===== src/rtl/enemy_bullet_pkg.sv =====
// Shared playfield constants, speed-band rows and FSM state encodings for the enemy bullet
// and any other block that reuses its hitbox or screen geometry.
package enemy_bullet_pkg;

    localparam int POS_W         = 10;
    localparam int SCREEN_W      = 640;
    localparam int SCREEN_H      = 480;
    localparam int BAND_SLOW_ROW = 120;
    localparam int BAND_MID_ROW  = 240;
    localparam int SPAWN_DY      = 24;

    typedef enum logic [1:0] {
        ST_IDLE = 2'd0,
        ST_FLY  = 2'd1,
        ST_HIT  = 2'd2
    } state_e;

    // Bullets accelerate as they fall: slow near the boss, fastest in the bottom band.
    function automatic logic [2:0] fly_step(input logic [POS_W-1:0] y);
        if (y <= 10'(BAND_SLOW_ROW)) begin
            return 3'd1;
        end else if (y <= 10'(BAND_MID_ROW)) begin
            return 3'd2;
        end else begin
            return 3'd4;
        end
    endfunction

endpackage


===== src/rtl/bullet_hitbox.sv =====
// Combinational square-hitbox test: hit when both axis distances between two centres
// are strictly below the radius. Shared with the boss/enemy collision logic.
module bullet_hitbox
    import enemy_bullet_pkg::*;
(
    input  logic [POS_W-1:0] ax_i,
    input  logic [POS_W-1:0] ay_i,
    input  logic [POS_W-1:0] bx_i,
    input  logic [POS_W-1:0] by_i,
    input  logic [POS_W-1:0] radius_i,
    output logic             hit_o
);

    logic signed [POS_W:0] dx;
    logic signed [POS_W:0] dy;
    logic        [POS_W:0] adx;
    logic        [POS_W:0] ady;

    // One extra bit keeps the difference of two unsigned 10-bit coordinates exact.
    always_comb begin
        dx    = $signed({1'b0, ax_i}) - $signed({1'b0, bx_i});
        dy    = $signed({1'b0, ay_i}) - $signed({1'b0, by_i});
        adx   = dx[POS_W] ? $unsigned(-dx) : $unsigned(dx);
        ady   = dy[POS_W] ? $unsigned(-dy) : $unsigned(dy);
        hit_o = (adx < {1'b0, radius_i}) && (ady < {1'b0, radius_i});
    end

endmodule


===== src/rtl/enemy_bullet.sv =====
// Boss bullet: cooldown in IDLE, banded-speed fall in FLY, one-cycle HIT that costs the
// player a hit point. Define ENEMY_BULLET_AIMED_EN to make the bullet track the player in x.
module enemy_bullet #(
    parameter int COOLDOWN = 64,
    parameter int SCREEN_H = enemy_bullet_pkg::SCREEN_H,
    parameter int HIT_R    = 8,
    parameter int HP_INIT  = 3
) (
    input  logic       clk_22,
    input  logic       rst,
    input  logic [9:0] bossx,
    input  logic [9:0] bossy,
    input  logic [9:0] reimux,
    input  logic [9:0] reimuy,
    output logic [9:0] enemy_bulletx,
    output logic [9:0] enemy_bullety,
    output logic       bullet_active,
    output logic       reimu_hit,
    output logic [2:0] reimu_hp
);

    import enemy_bullet_pkg::*;

    localparam int               CNT_W    = (COOLDOWN > 1) ? $clog2(COOLDOWN) : 1;
    localparam logic [CNT_W-1:0] CNT_LAST = CNT_W'(COOLDOWN - 1);
    localparam logic [10:0]      BOTTOM   = 11'(SCREEN_H);
    localparam logic [9:0]       RADIUS   = 10'(HIT_R);
    localparam logic [2:0]       HP_RESET = 3'(HP_INIT);

    state_e           state_q, state_d;
    logic [CNT_W-1:0] cnt_q, cnt_d;
    logic [9:0]       x_q, x_d;
    logic [9:0]       y_q, y_d;
    logic             active_q, active_d;
    logic             hit_q, hit_d;
    logic [2:0]       hp_q, hp_d;

    logic [9:0]  spawn_x;
    logic [9:0]  spawn_y;
    logic [10:0] y_next;
    logic [9:0]  x_aim;
    logic        hit_now;

    assign spawn_x = bossx;
    assign spawn_y = bossy + 10'(SPAWN_DY);
    // 11-bit sum so a step past the bottom row is detected instead of wrapping.
    assign y_next  = {1'b0, y_q} + {8'd0, fly_step(y_q)};

    bullet_hitbox u_hitbox (
        .ax_i     (x_q),
        .ay_i     (y_q),
        .bx_i     (reimux),
        .by_i     (reimuy),
        .radius_i (RADIUS),
        .hit_o    (hit_now)
    );

`ifdef ENEMY_BULLET_AIMED_EN
    always_comb begin
        if (x_q < reimux) begin
            x_aim = x_q + 10'd1;
        end else if (x_q > reimux) begin
            x_aim = x_q - 10'd1;
        end else begin
            x_aim = x_q;
        end
    end
`else
    assign x_aim = x_q;
`endif

    always_comb begin
        // NOTE: every next-state signal gets a default first so no path through the case infers a latch.
        state_d = state_q;
        cnt_d   = cnt_q;
        x_d     = x_q;
        y_d     = y_q;
        hp_d    = hp_q;

        unique case (state_q)
            ST_IDLE: begin
                x_d = spawn_x;
                y_d = spawn_y;
                if (cnt_q == CNT_LAST) begin
                    // With no hit points left the counter parks here until reset.
                    if (hp_q != 3'd0) begin
                        state_d = ST_FLY;
                        cnt_d   = '0;
                    end
                end else begin
                    cnt_d = cnt_q + 1'b1;
                end
            end

            ST_FLY: begin
                if (hit_now) begin
                    state_d = ST_HIT;
                    hp_d    = (hp_q == 3'd0) ? 3'd0 : hp_q - 3'd1;
                end else if (y_next >= BOTTOM) begin
                    state_d = ST_IDLE;
                    cnt_d   = '0;
                    x_d     = spawn_x;
                    y_d     = spawn_y;
                end else begin
                    x_d = x_aim;
                    y_d = y_next[9:0];
                end
            end

            ST_HIT: begin
                state_d = ST_IDLE;
                cnt_d   = '0;
                x_d     = spawn_x;
                y_d     = spawn_y;
            end

            default: begin
                state_d = ST_IDLE;
                cnt_d   = '0;
            end
        endcase

        active_d = (state_d == ST_FLY);
        hit_d    = (state_d == ST_HIT);
    end

    // NOTE: state registers use non-blocking assignments so every flop samples pre-edge values.
    always_ff @(posedge clk_22) begin
        if (rst) begin
            state_q  <= ST_IDLE;
            cnt_q    <= '0;
            x_q      <= spawn_x;
            y_q      <= spawn_y;
            active_q <= 1'b0;
            hit_q    <= 1'b0;
            hp_q     <= HP_RESET;
        end else begin
            state_q  <= state_d;
            cnt_q    <= cnt_d;
            x_q      <= x_d;
            y_q      <= y_d;
            active_q <= active_d;
            hit_q    <= hit_d;
            hp_q     <= hp_d;
        end
    end

    assign enemy_bulletx = x_q;
    assign enemy_bullety = y_q;
    assign bullet_active = active_q;
    assign reimu_hit     = hit_q;
    assign reimu_hp      = hp_q;

endmodule

===== config.mk =====
export PLATFORM = sky130hd
export DESIGN_NAME = enemy_bullet
export DESIGN_NICKNAME = d
export VERILOG_FILES = /design/src/rtl/enemy_bullet_pkg.sv /design/src/rtl/bullet_hitbox.sv /design/src/rtl/enemy_bullet.sv
export SDC_FILE = /design/constraint.sdc
export NUM_CORES = 1
export LEC_CHECK = 0
export CAP_MARGIN = 20
export CORE_UTILIZATION = 35
export CTS_CLUSTER_SIZE = 16
export DETAILED_ROUTE_END_ITERATION = 10
export PLACE_DENSITY = 0.57
export SKIP_LAST_GASP = 1
export SLEW_MARGIN = 20
export SYNTH_ARGS = -nofsm -noshare
export SYNTH_HDL_FRONTEND = slang
export SYNTH_HIERARCHICAL = 1
export SYNTH_SLANG_ARGS = --single-unit

===== constraint.sdc =====
create_clock -name clk_22 -period 5.4 [get_ports clk_22]
set_input_delay 1.35 -clock clk_22 [delete_from_list [all_inputs] [get_ports clk_22]]
set_output_delay 1.35 -clock clk_22 [all_outputs]
set_load 0.03 [all_outputs]

# [Yosys cells after proc, flatten, opt, wreduce, memory -nomap -nowiden]
# Index checks and enable logic that the tools add are counted.
[word_totals] reg_bits=33 latchBits=0 ram_bits=0 mem_bits_ro=0 inputBits=42 output_inout_bits=25 memories=0
[classes] addsub=8 mul=0 div=0 n_lt_le_gt_ge=5 eq_ne=10 shifts=0 muxes=23 bitwise=0 n_reduce_logical=10
[op_table] op="10-bit 2-to-1 mux" n=6
[op_table] op="10-bit case mux with 2 select lines" n=2
[op_table] op="6-bit 2-to-1 mux" n=4
[op_table] op="11-bit by 4-bit less-than comparator with 1-bit output, second input constant" n=2
[op_table] op="11-bit 2-to-1 mux" n=2
[op_table] op="11-bit negator" n=2
[op_table] op="10-bit by 10-bit subtractor with 11-bit output" n=2
[op_table] op="6-bit case mux with 2 select lines" n=1
[op_table] op="10-bit by 3-bit adder with 11-bit output" n=1
[op_table] op="11-bit by 9-bit greater-or-equal comparator with 1-bit output, second input constant" n=1
[op_table] op="10-bit by 5-bit adder with 10-bit output, second input constant" n=1
[op_table] op="10-bit by 7-bit <= comparator with 1-bit output, second input constant" n=1
[op_table] op="10-bit by 8-bit <= comparator with 1-bit output, second input constant" n=1
[op_table] op="3-bit 2-to-1 mux" n=3
[op_table] op="3-bit != test, second input constant" n=3
[op_table] op="2-bit 2-to-1 mux" n=4
[op_table] op="6-bit by 1-bit adder with 6-bit output, second input constant" n=1
[op_table] op="6-bit == test, second input constant" n=1
[op_table] op="3-bit AND reduction" n=2
[op_table] op="3-bit nonzero test" n=2
[op_table] op="2-bit by 1-bit == test with 1-bit output, second input constant" n=2
[op_table] op="2-bit == test, second input constant" n=2
[op_table] op="2-bit != test, second input constant" n=2
[op_table] op="2-bit case mux with 2 select lines" n=1
[op_table] op="other kinds (6)" n=7

# [Depth between registers and ports, before layout]
# Gate-level depths: netlist of run 1.
[depth] word_depth=9 ltp_mapped=23

# [Cells and area by module]
# Netlist of run 1, hierarchy kept.
[modules_own_cells] module="bullet_hitbox" n_inst=1 cells_each=258 area_per_inst_um2=1879.3 seq_area_each_um2=0.0
[modules_own_cells] module="enemy_bullet" n_inst=1 cells_each=162 area_per_inst_um2=1761.7 seq_area_each_um2=860.8

# [Worst setup path before layout of run 1]
# Ideal clock, no wire load.
[synth_timing] path_type="input to register" start="in reimux[0]" end="reg x_q[0], in the netlist enemy_bulletx[0] (enable)" setup_ns=0.344 arrival_time_ns=5.401 setup_slack_ns=-0.344 cell_stages=20 path_buffers=0 cell_sequence="ha_1 -> inv_1 -> fa_1 -> a21oi_1 -> nor2_1 -> o311ai_2 -> a21boi_1 -> o21ai_4 -> a21oi_1 -> a31o_2 -> ha_1 -> a21boi_0 -> o21a_1 -> o21ai_0 -> a21oi_1 -> o221ai_1 -> nand3_1 -> nor2_1 -> o21ai_0 -> and2_1"
[synth_between] elab_chain_len=7
[synth_lines] element="start, declared" line="enemy_bullet.sv:13" text="input logic [9:0] reimux,"
[synth_lines] element="10-bit by 10-bit subtractor with 11-bit output *" line="bullet_hitbox.sv:21" text="dx = $signed({1'b0, ax_i}) - $signed({1'b0, bx_i});"
[synth_lines] element="11-bit negator" line="bullet_hitbox.sv:23" text="adx = dx[POS_W] ? $unsigned(-dx) : $unsigned(dx);"
[synth_lines] element="11-bit 2-to-1 mux *" line="bullet_hitbox.sv:23"
[synth_lines] element="11-bit by 4-bit less-than comparator with 1-bit output *" line="bullet_hitbox.sv:25" text="hit_o = (adx < {1'b0, radius_i}) && (ady < {1'b0, radius_i});"
[synth_lines] element="1-bit logical AND *" line="bullet_hitbox.sv:25"
[synth_lines] element="named net hit_now" line="enemy_bullet.sv:42" text="logic hit_now;"
[synth_lines] element="3-bit != test (no source line) *"
[synth_lines] element="3-bit AND reduction (no source line) *"
[synth_lines] element="end signal, assigned" line="enemy_bullet.sv:132" text="x_q <= spawn_x;"
[synth_lines] element="end, declared" line="enemy_bullet.sv:32" text="logic [9:0] x_q, x_d;"
# Mark *: on every way through the listed nets, which the timed path passes. The rest lies on a longest branch.
# A chain may end at the register's enable or synchronous reset.

# [Final worst setup path of run 1]
[layout_timing] start="in reimux[0]" end="reg cnt_q[4]"
[layout_between] elab_chain_len=7
[layout_lines] element="10-bit by 10-bit subtractor with 11-bit output *" line="bullet_hitbox.sv:21"
[layout_lines] element="11-bit negator" line="bullet_hitbox.sv:23"
[layout_lines] element="11-bit 2-to-1 mux *" line="bullet_hitbox.sv:23"
[layout_lines] element="11-bit by 4-bit less-than comparator with 1-bit output *" line="bullet_hitbox.sv:25"
[layout_lines] element="1-bit logical AND *" line="bullet_hitbox.sv:25"
[layout_lines] element="named net hit_now" line="enemy_bullet.sv:42"
[layout_lines] element="2-bit != test (no source line) *"
[layout_lines] element="3-bit AND reduction (no source line) *"
[layout_lines] element="end signal, assigned" line="enemy_bullet.sv:139" text="cnt_q <= cnt_d;"
[layout_lines] element="end, declared" line="enemy_bullet.sv:31" text="logic [CNT_W-1:0] cnt_q, cnt_d;"
# Marks and branches as above.

==> impl_results.md, run 1 <==
- Core Region: about 10000 µm²
- WP data required: approximately 5600 ps
- CTS Hold Bufs: 0
- Leakage: 0.002087 µW
- CTS buffer count: 5
- Unique masters post-synth: 65
- Via count: 3,399
- Final Hold Fails: 0
- Congestion Overflow GR: 0
- Vias in the first global route: 3,245
- Routed len/inst: 13.30 µm
- CP endpoint kind: register
- Critical path's top delay family: compound AO/OA/AOI/OAI gates
- Slew at the pin with the worst max-slew slack: 611.1 ps
- Prevailing post-synth register cell: edfxtp_1
- Placed Cells incl. Taps: 654
- Slowest cell delay on critical path: approximately 450 ps
- Seq/Total Area, Yosys: 23.64%
- Yosys top cell area share: about 16%
- Ys Warns: 6
- Layout cells sized above 1: 15.01%
- # diodes: 0
- Antenna-violating nets left: 0
- CP max stage cell: clkdlybuf4s50_1
- Clk_skew: 5.980 ps
- Max-slew violation count: 0
- Post-synth EDFFs: 20
- Initial Utilization: between 30% and 40%
- Worst Reg-to-Reg Cells: 20
- DRC errors left: 0
- H-tree depth: 2
- Slew HR: 58.09%
- CTS root buf: clkbuf_8
- Cell type with the largest total area after synthesis: edfxtp_1
- Layout Nets: 624
- Gr usage total: 16.49%
- Critical-path cell list: clkdlybuf4s50_1 -> ha_1 -> inv_1 -> fa_2 -> a21oi_2 -> nor2_1 -> o311ai_2 -> a21boi_2 -> o21ai_4 -> buf_4 -> nand3_1 -> xor2_1 -> ha_1 -> a211oi_1 -> nand2_1 -> o221ai_1 -> nand3_1 -> nor2_4 -> nand2_1 -> a21oi_2 -> a31oi_4 -> a311oi_1
- Die Height: 104.0 µm
- Initial drt markers: 108
- Min-Delay Path Class: reg -> reg
- Setup crit start kind: input port
- Mean Syn Cell Area: roughly 8.7 µm²
- R2r endpoint: cnt_q[4]
- Util after Layout: 50.15%
- Met1 Usage GRT: between 20% and 30%
- DIE AREA: 10,820 µm²
- CTS Sinks: 33
- Detailed placement HPWL: roughly 7200 µm
- Largest net degree at the start of global routing: 17
- Worst r2r src: enemy_bullety[0]
- Critical path class: in -> reg
- Met2 Use GR: 27.43%
- Crit path from: reimux[0]
- CTS tree: built
- DRT Pass-1 Iters: 5
- Crit path depth: 22
- Post-Syn Instances: 420
- Final Cycle Share: 95.17%
- Initial antenna violation count: 0
- PD cells: roughly 230 nW/µm²
- Top post-synthesis cells by count: 47 x ha_1, 40 x inv_1, 34 x nor2_1, 25 x xnor2_1, 24 x nand2_1
- Pwr Total: 1144 µW
- Worst Setup EP: cnt_q[4]
- First-pass GRT wire length: approximately 15,000 µm
- CTS Buffer Depth: 2
- Fill cells: 987
- Clk slew on worst S/H paths: 70 ps
- Clock Latency Late Sink: 290 ps
- GP Congestion: 0.8271
- Finished Cell Area: ~5000 µm²
- Final wirelength: 8861 µm
- Period minus WS final: around 5100 ps
- Top Usage Layer GRT: met2
- Max Cap Viol: 0
- Outcome: completed
- Die width: ~100 µm
- Cell Count, Final, Fillers Out: roughly 670
- IO Pins: 67
- Most frequent cell after synthesis: ha_1
- CP arrival: 5330 ps
- Area Growth Syn to Fin: 36.49%
- Netlist Area Pre-Place: roughly 3600 µm²
- CP Max Fanout: 6
- Port buffer count: 66
- Row cnt: 36
- Multi-input gate area: 2724 µm²
- F_max: 194.6 MHz
- Final setup vio count: 0
- Crit path buffers/inverters: 3
- WHS: 476.1 ps
- Synth top area cells: edfxtp_1 16%, ha_1 16%, dfxtp_1 7.1%, xnor2_1 6.0%, inv_1 4.1%
- Yosys reg bits: 33
- Grt met3 use: 1.504%
- Cell Area, Placed: 4716 µm²
- Seq. cell area: 860.8 µm²
- Ys async rst share: 0%
- Peak supply drop: 0.2638 mV
- Vias/cell: between 5 and 6
- Reg2reg setup slack: 1220 ps
-- cells by family after synthesis --
| logic type | after synthesis | share of synthesized area, % |
|---|---|---|
| xor+xnor | 37 | 8.900 |
| flops | 33 | 23.64 |
| fa+ha+maj | 50 | 17.80 |
| simple gates | 129 | 18.21 |
| buf+inv | 47 | 5.051 |
| other cells | 2 | 0.2063 |
| mux | 13 | 3.746 |
| compound gates | 109 | 22.44 |
-- final cells by class --
type,count,share of cell area [%]
Clock inverter,3,1.309
Timing Repair Buffer,102,18.73
Tap cell,133,3.348
Multi-Input combinational cell,349,54.81
Inverter,41,3.097
Clock buffer,5,1.385
Sequential cell,33,17.32
-- power breakdown --
group | internal, µW | leakage, µW | total [µW] | switching [µW]
Sequential | 280 | 0.000317 | 301 | 20.9
Combinational | 277 | 0.00170 | 564 | 287
Clock | 183 | 0.0000681 | 279 | 95.6
-- metrics by stage --
step | TNS [ps] | worst slack (ps)
final | 0 | 260.9
after global routing | -0.7194 | -0.7194
after CTS | 0 | 35.95
after detailed placement | -4087 | -275.5
after global placement | -2558 | -200.1
after floorplan | 0 | 159.9
-- worst min-delay path by stage --
stage          depth (start not counted)  slack, ps         from          end
2_1_floorplan                          1        450     cnt_q[5]     cnt_q[5]
3_3_place_gp                           1        470     cnt_q[5]     cnt_q[5]
3_5_place_dp                           2        470  reimu_hp[1]  reimu_hp[1]
4_1_cts                                1        490     cnt_q[4]     cnt_q[4]
5_1_grt                                1        510     cnt_q[4]     cnt_q[4]
6_report                               2        480  reimu_hp[1]  reimu_hp[1]
-- placed cells by master, fill, tap and decap left out, drive strengths merged, types with 11 or more instances in the layout --
cell type / count
nor2: 34
buf: 36
edfxtp: 20
conb: 11
nand3: 16
xnor2: 25
ha: 47
clkdlybuf4s50: 66
a21oi: 25
nand2: 25
o21ai: 18
inv: 40
xor2: 12
dfxtp: 13
-- metal layers --
layer / vias to the layer above / wire, µm
li1: 1772 / -
met1: 1574 / 4439
met2: 45 / 4126
met3: 8 / 219
met4: 0 / 75
met5: - / 0
-- state kept, by name, indices dropped and copies added, names as in the netlist --
signal and flops:
cnt_q 6, reimu_hit 1, bullet_active 1, reimu_hp 3, enemy_bulletx 10, enemy_bullety 10
state_q 2
-- tightest hold or removal path, delay by kind of cell, from the launching register on --
kind / cells / cell delay [ps]
flip-flops: 1 / 320
AO/OA/AOI/OAI: 1 / 70
AND/OR/NAND/NOR: 1 / 50
-- repair_timing --
action                     4_1_cts  5_1_grt
setup endpoints to repair        0       23
resized for setup                0       22
hold endpoints to repair         0        0
setup buffers                    0        4
Power figures use the tool's default switching activity.
==> run 2, diff against run 1 <==
--- a/config.mk
+++ b/config.mk
@@ -10,6 +10,7 @@
 export CTS_CLUSTER_SIZE = 16
 export DETAILED_ROUTE_END_ITERATION = 10
 export PLACE_DENSITY = 0.57
+export SKIP_CTS_REPAIR_TIMING = 1
 export SKIP_LAST_GASP = 1
 export SLEW_MARGIN = 20
 export SYNTH_ARGS = -nofsm -noshare
==> results of run 2 <==
No change in the layout: final DEF, timing and power equal those of run 1.
